## src/rtl/mc_control.sv

```systemverilog
// mc_control: multicycle MIPS control FSM with a timed memory handshake and a sticky trap.
// Build option MC_CTRL_BNE_EN adds bne (opcode 0x05) as a branch taken on ~zero.
module mc_control #(
    parameter int TIMEOUT = 255
) (
    input  logic       clk,
    input  logic       reset,
    input  logic [5:0] opcode,
    input  logic [5:0] funct,
    input  logic       zero,
    input  logic       mem_ready,
    output logic       mem_req,
    output logic       mem_we,
    output logic       iord,
    output logic       ir_we,
    output logic       pc_we,
    output logic [1:0] pc_src,
    output logic       alu_src_a,
    output logic [1:0] alu_src_b,
    output logic [3:0] alu_op,
    output logic       reg_we,
    output logic       reg_dst,
    output logic       mem_to_reg,
    output logic       illegal
);
    typedef enum logic [2:0] {FETCH, DECODE, EXEC, MEMACC, WBACK, BRANCH, JUMP, TRAP} state_t;
    state_t state, next;
    logic [15:0] cnt;
    logic rtype, r_ok, is_lw, is_sw, is_addi, is_beq, is_bne, is_j, waiting, timed_out;

    function automatic logic [3:0] r_alu(input logic [5:0] f);
        return f == 6'h22 ? 4'd6 : f == 6'h24 ? 4'd0 : f == 6'h25 ? 4'd1 :
               f == 6'h27 ? 4'd12 : f == 6'h2A ? 4'd7 : 4'd2;
    endfunction

    assign rtype   = opcode == 6'h00;
    assign r_ok    = rtype && (funct inside {6'h20, 6'h22, 6'h24, 6'h25, 6'h27, 6'h2A});
    assign is_lw   = opcode == 6'h23;
    assign is_sw   = opcode == 6'h2B;
    assign is_addi = opcode == 6'h08;
    assign is_beq  = opcode == 6'h04;
    assign is_j    = opcode == 6'h02;
`ifdef MC_CTRL_BNE_EN
    assign is_bne  = opcode == 6'h05;
`else
    assign is_bne  = 1'b0;
`endif
    assign waiting   = mem_req && !mem_ready;
    assign timed_out = waiting && cnt == 16'(TIMEOUT - 1);

    always_ff @(posedge clk) begin
        if (reset) begin
            state <= FETCH;
            cnt   <= 16'd0;
        end else begin
            state <= next;
            cnt   <= (waiting && next == state) ? cnt + 16'd1 : 16'd0;
        end
    end

    always_comb begin
        next = state;
        case (state)
            FETCH:  next = mem_ready ? DECODE : FETCH;
            DECODE: next = (r_ok || is_lw || is_sw || is_addi) ? EXEC :
                           (is_beq || is_bne) ? BRANCH : is_j ? JUMP : TRAP;
            EXEC:   next = (is_lw || is_sw) ? MEMACC : WBACK;
            MEMACC: next = !mem_ready ? MEMACC : is_sw ? FETCH : WBACK;
            WBACK:  next = FETCH;
            BRANCH: next = FETCH;
            JUMP:   next = FETCH;
            TRAP:   next = TRAP;
        endcase
        if (timed_out) next = TRAP;
    end

    // Outputs are forced low for the whole reset cycle so an abandoned instruction writes nothing.
    always_comb begin
        mem_req    = 1'b0;
        mem_we     = 1'b0;
        iord       = 1'b0;
        ir_we      = 1'b0;
        pc_we      = 1'b0;
        pc_src     = 2'd0;
        alu_src_a  = 1'b0;
        alu_src_b  = 2'd0;
        alu_op     = 4'd0;
        reg_we     = 1'b0;
        reg_dst    = 1'b0;
        mem_to_reg = 1'b0;
        illegal    = 1'b0;
        if (!reset) begin
            case (state)
                FETCH: begin
                    mem_req   = 1'b1;
                    alu_src_b = 2'd1;
                    alu_op    = 4'd2;
                    ir_we     = mem_ready;
                    pc_we     = mem_ready;
                end
                DECODE: begin
                    alu_src_b = 2'd3;
                    alu_op    = 4'd2;
                end
                EXEC: begin
                    alu_src_a = 1'b1;
                    alu_src_b = rtype ? 2'd0 : 2'd2;
                    alu_op    = rtype ? r_alu(funct) : 4'd2;
                end
                MEMACC: begin
                    mem_req = 1'b1;
                    iord    = 1'b1;
                    mem_we  = is_sw;
                end
                WBACK: begin
                    reg_we     = 1'b1;
                    reg_dst    = rtype;
                    mem_to_reg = is_lw;
                end
                BRANCH: begin
                    alu_src_a = 1'b1;
                    alu_op    = 4'd6;
                    pc_src    = 2'd1;
                    pc_we     = is_bne ? !zero : zero;
                end
                JUMP: begin
                    pc_src = 2'd2;
                    pc_we  = 1'b1;
                end
                TRAP: illegal = 1'b1;
            endcase
        end
    end
endmodule

```

## config.mk

```make
export PLATFORM = sky130hd
export DESIGN_NAME = mc_control
export DESIGN_NICKNAME = d
export VERILOG_FILES = /design/src/rtl/mc_control.sv
export SDC_FILE = /design/constraint.sdc
export NUM_CORES = 1
export LEC_CHECK = 0
export ABC_CLOCK_PERIOD_IN_PS = 3950
export BUFFER_PORTS_ARGS = -buffer_cell sky130_fd_sc_hd__buf_4
export CORE_MARGIN = 2
export CORE_UTILIZATION = 58
export CTS_BUF_LIST = sky130_fd_sc_hd__clkbuf_4
export CTS_CLUSTER_DIAMETER = 80
export CTS_CLUSTER_SIZE = 24
export DETAILED_ROUTE_END_ITERATION = 16
export GPL_TIMING_DRIVEN = 0
export PLACE_DENSITY = 0.87
export SLEW_MARGIN = 20
export SYNTH_ARGS = -nofsm -noshare
export SYNTH_HDL_FRONTEND = slang
export SYNTH_SLANG_ARGS = --single-unit
```

## constraint.sdc

```tcl
create_clock -name clk -period 3.95 [get_ports clk]
set_input_delay 0.79 -clock clk [delete_from_list [all_inputs] [get_ports clk]]
set_output_delay 0.79 -clock clk [all_outputs]
set_load 0.02 [all_outputs]
```

Yosys cells after proc, flatten, opt, wreduce, memory -nomap -nowiden
Cells that the tools add are included.
{"block": "totals", "regBits": 19, "input_bits": 16, "out_inout_bits": 18, "wordCells": 83}
{"block": "classes", "n_addsub": 1, "eq_ne": 20, "n_mux": 42, "n_bitwise": 1, "reduce_logical": 17}
{"operator": "6-bit equality test (second input constant)", "count": 8}
{"operator": "4-bit two-way mux", "count": 6}
{"operator": "1-bit two-way mux", "count": 21}
{"operator": "3-bit two-way mux", "count": 6}
{"operator": "3-bit case mux with 6 select lines", "count": 1}
{"operator": "16-bit by 1-bit adder with 16-bit output (second input constant)", "count": 1}
{"operator": "16-bit by 8-bit equality test with 1-bit output (second input constant)", "count": 1}
{"operator": "3-bit equality test (second input constant)", "count": 4}
{"operator": "4-bit case mux with 3 select lines", "count": 1}
{"operator": "2-bit two-way mux", "count": 4}
{"operator": "2-bit OR reduction", "count": 4}
{"operator": "3-bit by 2-bit equality test with 1-bit output (second input constant)", "count": 2}
{"operator": "6-bit by 2-bit equality test with 1-bit output (second input constant)", "count": 1}
{"operator": "6-bit by 3-bit equality test with 1-bit output (second input constant)", "count": 1}
{"operator": "6-bit by 4-bit equality test with 1-bit output (second input constant)", "count": 1}
{"operator": "6-bit logical NOT", "count": 1}
{"operator": "2-bit case mux with 3 select lines", "count": 1}
{"operator": "6-bit nonzero test", "count": 1}
{"operator": "1-bit logical AND", "count": 4}
{"operator": "1-bit logical OR", "count": 4}
{"operator": "2-bit case mux with 2 select lines", "count": 1}
{"operator": "3-bit by 1-bit equality test with 1-bit output (second input constant)", "count": 1}
{"operator": "3-bit equality test", "count": 1}
{"operator": "3-bit logical NOT", "count": 1}
{"operator": "4 further kinds", "count": 4}

Longest topological paths before layout
Gate-level depths: netlist (run 1).
{"block": "logic_depth", "depth_word": 13, "mapped_depth": 7, "ltp_nobuf": 7}

Least setup slack after synthesis (run 1)
Ideal clock, no wire load.
{"block": "synth_timing", "kind": "input port to output port", "startpoint": "input opcode[3]", "endpoint": "output alu_op[2]", "t_arrival_ps": 2023, "required_ps": 3160, "slack_ps": 1137, "cell_stages": 5, "path_buffers": 0, "path_cell_list": "nor4_1 > nand2_1 > nor3b_1 > nand4_1 > o22ai_1"}
{"block": "synth_between", "elab_chain_len": 4}
{"element": "start, declared", "line": "8", "source": "input logic [5:0] opcode,"}
{"element": "6-bit logical NOT", "line": "36", "source": "assign rtype = opcode == 6'h00;"}
{"element": "4-bit two-way mux", "line": "108", "source": "alu_op = rtype ? r_alu(funct) : 4'd2;"}
{"element": "4-bit case mux with 3 select lines", "line": "93", "source": "case (state)"}
{"element": "4-bit two-way mux", "line": "92", "source": "if (!reset) begin"}
{"element": "end, declared", "line": "20", "source": "output logic [3:0] alu_op,"}
Every way passes these cells.

Worst setup path in the final report (run 1)
Ends and elaborated chain as after synthesis.

==> results of run 1 <==
-- synthesized netlist by cell type (all sizes together), types with 5 or more instances --
master,count,share of area
nor2,37,0.11
dfxtp,19,0.30
nand2,11,0.034
xor2,9,0.062
inv,6,0.018
nand2b,6,0.029
nor2b,6,0.029
a31oi,5,0.036
nand3,5,0.020
nand4,5,0.029
nor3,5,0.020
xnor2,5,0.034
-- path summary, 6_finish.rpt --
path	start	endpoint	slack, ps
setup reg to reg	state[0]$_SDFF_PP0_	cnt[3]$_SDFF_PP0_	2190
hold reg to reg	cnt[0]$_SDFF_PP0_	cnt[0]$_SDFF_PP0_	480
hold / removal	cnt[0]$_SDFF_PP0_	cnt[0]$_SDFF_PP0_	480
setup / recovery	opcode[3]	alu_op[2]	820
-- layout make-up --
type                       instances  area share
tap                               27      0.0214
inverter                           6      0.0143
timing repair buffer              32       0.152
clock buffer                       4      0.0190
buffer                             6      0.0238
multi-input combinational        132       0.529
sequential                        19       0.241
-- routing by layer --
metal | vias to the layer above | GRT usage
met5 | - | 0
met4 | 0 | 0.0495
met3 | 2 | 0.0643
met2 | 30 | 0.423
met1 | 580 | 0.331
li1 | 642 | -
-- sequential cells by signal, indices dropped and copies added (netlist names) --
| signal | flops |
|---|---|
| state | 3 |
| cnt | 16 |
-- cells by family (layout without fill, tap and decap cells) --
group,count (synthesis),count (layout),synth area share
flip-flops,19,19,0.298
XOR/XNOR,14,14,0.0962
AO/OA/AOI/OAI,20,20,0.119
AND/OR/NAND/NOR,95,95,0.411
adder cells (fa/ha/maj),2,2,0.0196
multiplexers,1,1,0.00883
buffers and inverters,12,48,0.0471
-- worst max-delay path, delay by kind of cell --
family | cells | cell delay (ps)
buffers and inverters | 2 | 290
and+or+nand+nor | 4 | 1100
AOI/OAI and AO/OA | 1 | 150
-- metrics by stage --
step | worst slack (ps) | instance area, um^2 | power, W | util | std cells
3_3_place_gp | 888 | 1550 | 0.000469 | 0.766 | 222
3_5_place_dp | 857 | 1550 | 0.000474 | 0.766 | 222
5_1_grt | 566 | 1580 | 0.000609 | 0.781 | 226
4_1_cts | 842 | 1580 | 0.000573 | 0.781 | 226
2_1_floorplan | 1140 | 1270 | 0.000392 | - | 163
6_report | 820 | 1580 | 0.000569 | 0.781 | 226
-- power breakdown --
| part | switching (W) | internal, W |
|---|---|---|
| sequential | 0.00000798 | 0.000205 |
| clock | 0.0000519 | 0.0000461 |
| combinational | 0.000154 | 0.000105 |
==> summary.md, run 1 <==
| Metric | Value |
|---|---|
| Crit path DAT | roughly 2300 ps |
| Final setup skew | ~1.2 ps |
| Unrepaired setup endpoints after global routing | false |
| Vias | about 1.3k |
| Initial core utilization | 0.631 |
| Worst vdd ir | 0.317 mV |
| Worst-path fanout max | 6 |
| Final period utilization | 0.792 |
| Asr flop ratio synth | 0 |
| Main flop type after synthesis | dfxtp_1 |
| DIE WIDTH | between 50 and 60 um |
| Row Count | 16 |
| Post-synth EDFFs | 0 |
| Register area share after synthesis | 0.298 |
| Slowest cell on the critical path | nor3b_1 |
| Max-slew headroom | 0.600 |
| Reg area | around 380 um^2 |
| Hold depth | 1 |
| Most used cell, CP | buf_4 |
| Clock Latency Late Sink | approximately 280 ps |
| Element type at the critical path start | input pin |
| Hold Vio Cnt, Final | 0 |
| Max stage delay on crit path | approximately 390 ps |
| Clock root buffer master | clkbuf_4 |
| Clock transition at the registers of the reported paths | ~90 ps |
| PwrDens | 361 nW/um^2 |
| Slew Viols, Final | 0 |
| Drt total wl | between 2000 and 3000 um |
| CTS Buf Count | 3 |
| Port bufs | 32 |
| Total Nets Final | ~220 |
| Lkg Pwr | 0.618 nW |
| Worst path cell trace | buf_4, nor4_1, nand2_1, nor3b_1, nand4_1, o22ai_1, buf_4 |
| Post-cts resize count | 0 |
| Commonest cells after routing, fill and taps aside | nor2_1 (35), buf_4 (32), dfxtp_1 (19), nand2_1 (10), xor2_1 (9) |
| Mapped Nets | 181 |
| Routed len/inst | 12.8 um |
| Synthesis-to-finish area growth | 23.8% |
| WL met1 | 1340 um |
| Final GP Congestion | 0.873 |
| #FFs+latches synth | 19 |
| ANT cells | 0 |
| Iteration-0 DRC count of the detailed router | 21 |
| Mapped cell area | between 1000 and 1500 um^2 |
| Outcome | finished clean |
| H-tree levels | 1 |
| CP endpoint kind | output port |
| Synth cell types | 46 |
| IO Pins | 34 |
| Layout cells sized above 1 | 0.246 |
| TNS Setup | 0 ps |
| Post-synthesis instance total | 163 |
| Filler Cells Inserted | 153 |
| Sink Count | 19 |
| Metal2 WL | approximately 1400 um |
| Post-CTS Setup Inserts | 0 |
| Synthesized area per cell | roughly 8 um^2 |
| Post-cts hold buffer count | 0 |
| Hold Path Class | flip-flop to flip-flop |
| Detailed Routing Iterations Pass 1 | 4 |
| Final HPWL DP | 2380 um |
| WS Path Type | input pin to output port |
| DR WL met3 | about 140 um |
| Period minus WS final | 3130 ps |
| Max clock buf depth | 2 |
| Largest net degree at the start of global routing | 11 |
| Post-route DRC violation count | 0 |
| Vias per cell | 5.55 |
| Die H | between 50 and 60 um |
| Max-cap violations | 0 |
| Gr ovfl total | 0 |
| ANT nets after route | 0 |
| Yosys warning count | 0 |
| Req. time, crit path | 3160 ps |
| CTS tree | done |
| Overall Global Routing Usage | 0.253 |
| Number of global-route vias before repair | 1130 |
| Hold slack | ~480 ps |
| Most common cell after layout, fill and taps aside | nor2_1 |
| Multi-input gate area | 835 um^2 |
| Initial antenna violation count | 0 |
| Worst Max-Slew Pin Slew | ~600 ps |
| Core area | 2020 um^2 |
| Fmax | 0.319 GHz |
| R2R depth | 6 |
| # setup viols final | 0 |
| Die Area | about 2600 um^2 |
| Top layer in use | met4 |
| First-pass GRT wire length | around 5000 um |
(Power assumes the default switching activity.)
==> inputs of run 2 (changes only) <==
--- a/config.mk
+++ b/config.mk
@@ -5,16 +5,16 @@
 export SDC_FILE = /design/constraint.sdc
 export NUM_CORES = 1
 export LEC_CHECK = 0
-export ABC_CLOCK_PERIOD_IN_PS = 3950
+export ABC_CLOCK_PERIOD_IN_PS = 2600
 export BUFFER_PORTS_ARGS = -buffer_cell sky130_fd_sc_hd__buf_4
 export CORE_MARGIN = 2
-export CORE_UTILIZATION = 58
+export CORE_UTILIZATION = 49
 export CTS_BUF_LIST = sky130_fd_sc_hd__clkbuf_4
 export CTS_CLUSTER_DIAMETER = 80
 export CTS_CLUSTER_SIZE = 24
 export DETAILED_ROUTE_END_ITERATION = 16
 export GPL_TIMING_DRIVEN = 0
-export PLACE_DENSITY = 0.87
+export PLACE_DENSITY = 0.78
 export SLEW_MARGIN = 20
 export SYNTH_ARGS = -nofsm -noshare
 export SYNTH_HDL_FRONTEND = slang
==> constraint.sdc (replaced) <==
create_clock -name clk -period 2.6 [get_ports clk]
set_input_delay 0.52 -clock clk [delete_from_list [all_inputs] [get_ports clk]]
set_output_delay 0.52 -clock clk [all_outputs]
set_load 0.02 [all_outputs]
==> run 2 against run 1 <==
Clock-buffer cell count is 1 lower. Sequential share of layout area shrank 0.13 points. Die area increased by 17%. Largest cell class unchanged.
==> summary.md, run 2 (same netlist as run 1, synthesis figures left out) <==
| Metric | Value |
|---|---|
| DIE WIDTH | around 55 um |
| Lkg Pwr | 0.614 nW |
| Routed len/inst | 12.9 um |
| Worst-path fanout max | 6 |
| IO Pins | 34 |
| Hold Vio Cnt, Final | 0 |
| Post-CTS Setup Inserts | 0 |
| Crit path DAT | 1920 ps |
| Number of global-route vias before repair | 1131 |
| Hold slack | slightly below 400 ps |
| Req. time, crit path | 2080 ps |
| Gr ovfl total | 0 |
| Clock root buffer master | clkbuf_4 |
| R2R depth | 6 |
| Worst setup path startpoint | opcode[3] |
| Clock Latency Late Sink | a little over 300 ps |
| Leading registers by flop count | cnt: 16 flops, state: 3 flops |
| Max-slew headroom | 0.618 |
| Final std cells w/o fill | approximately 230 |
| H-tree levels | 1 |
| Number of flip-flops under the largest register name | 16 |
| Vias | 1242 |
| Outcome | finished clean |
| Commonest cells after routing, fill and taps aside | nor2_1 (35), buf_4 (32), dfxtp_1 (19), nand2_1 (10), xor2_1 (9) |
| First-pass GRT wire length | ~4400 um |
| TNS Setup | 0 ps |
| Sink Count | 19 |
| Hold Path Class | input pin to flip-flop |
| Vias per cell | 5.42 |
| Core area | 2480 um^2 |
| # setup viols final | 0 |
| Most common cell after layout, fill and taps aside | nor2_1 |
| Post-route DRC violation count | 0 |
| Iteration-0 DRC count of the detailed router | 32 |
| PwrDens | 551 nW/um^2 |
| Initial core utilization | 0.515 |
| Final HPWL DP | approximately 2400 um |
| WS Path Type | input pin to output port |
| CTS tree | done |
| Period minus WS final | between 2000 and 2500 ps |
| Fmax | 0.410 GHz |
| R2R Path Start | state[0]$_SDFF_PP0_ |
| Cell Count Post-Placement | 225 |
| Multi-input gate area | between 800 and 900 um^2 |
| Port bufs | 32 |
| Layout cells sized above 1 | 0.251 |
| Row Count | 18 |
| Filler Cells Inserted | 229 |
| Max clock buf depth | 2 |
| Worst vdd ir | approximately 0.42 mV |
| Slew Viols, Final | 0 |
| Die Area | between 3000 and 4000 um^2 |
| CTS Buf Count | 3 |
| Post-DP Area | 1550 um^2 |
| Worst Setup EP | alu_op[2] |
| Worst Max-Slew Pin Slew | between 500 and 600 ps |
| CP endpoint kind | output port |
| Largest net degree at the start of global routing | 13 |
| Layout Utilization | 0.641 |
| Drt total wl | 2960 um |
| Unrepaired setup endpoints after global routing | false |
| ANT nets after route | 0 |
| Initial antenna violation count | 0 |
| ANT cells | 0 |
| Post-route design area | 1590 um^2 |
| Detailed Routing Iterations Pass 1 | 5 |
| Largest register by flop count | cnt |
| Total Nets Final | 218 |
| Final GP Congestion | slightly above 0.8 |
| Final setup skew | about 13 ps |
| Overall Global Routing Usage | 0.200 |
| Reg area | 380 um^2 |
| Synthesis-to-finish area growth | 24.5% |
| Final period utilization | 0.938 |
| Internal reg-to-reg setup slack | roughly 800 ps |
| Element type at the critical path start | input pin |
| Max-cap violations | 0 |
| RR Endpoint | cnt[5]$_SDFF_PP0_ |
| Post-cts hold buffer count | 0 |
| Die H | 55.0 um |
| Clock transition at the registers of the reported paths | 120 ps |
## run 2: worst min path at each step
stage / to / cells past startpoint / start / slack, ps
floorplan: cnt[0]$_SDFF_PP0_ / 1 / cnt[0]$_SDFF_PP0_ / 440
global placement: cnt[0]$_SDFF_PP0_ / 1 / cnt[0]$_SDFF_PP0_ / 450
detailed placement: cnt[0]$_SDFF_PP0_ / 1 / cnt[0]$_SDFF_PP0_ / 470
CTS: state[1]$_SDFF_PP0_ / 2 / reset / 390
global route: state[1]$_SDFF_PP0_ / 2 / reset / 370
finish: state[1]$_SDFF_PP0_ / 2 / reset / 390
## run 2: metrics by stage
stage / total power [W] / setup slack, ps
finish: 0.000874 / 162
detailed placement: 0.000723 / 60.3
CTS: 0.000874 / 47.9
global placement: 0.000711 / 63.6
global route: 0.000927 / 17.3
floorplan: 0.000596 / 327
## run 2: metal layers
layer / global-route usage / vias up / wire length, um
met4: 0.0528 / 0 / 12
met3: 0.0349 / 5 / 171
met5: 0 / - / 0
li1: - / 639 / -
met2: 0.385 / 33 / 1550
met1: 0.223 / 565 / 1220
## run 2: area by class of cell
type | instances | share of cell area
Timing Repair Buffer | 32 | 0.151
Buffer | 6 | 0.0236
Clock inverter | 1 | 0.00473
Multi-Input combinational cell | 132 | 0.529
Tap cell | 30 | 0.0236
Inverter | 6 | 0.0142
Clock buffer | 3 | 0.0142
Sequential cell | 19 | 0.240
## run 2: critical path, cell delays in order
cell     delay (ps)
buf_4           130
nor4_1          350
nand2_1         180
nor3b_2         270
nand4_1         150
o22ai_1         160
buf_4           170
## run 2: timing repair
item	in CTS	in global routing
resized for setup	0	1
hold endpoints to repair	0	0
endpoints found under the setup margin	0	2
## run 2: report_power, final
group / leakage, nW / switching, W / total (W) / internal, W
Combinational: 0.447 / 0.000237 / 0.000396 / 0.000160
Sequential: 0.154 / 0.0000112 / 0.000322 / 0.000311
Clock: 0.0139 / 0.0000970 / 0.000156 / 0.0000587
Total: 0.614 / 0.000345 / 0.000874 / 0.000529
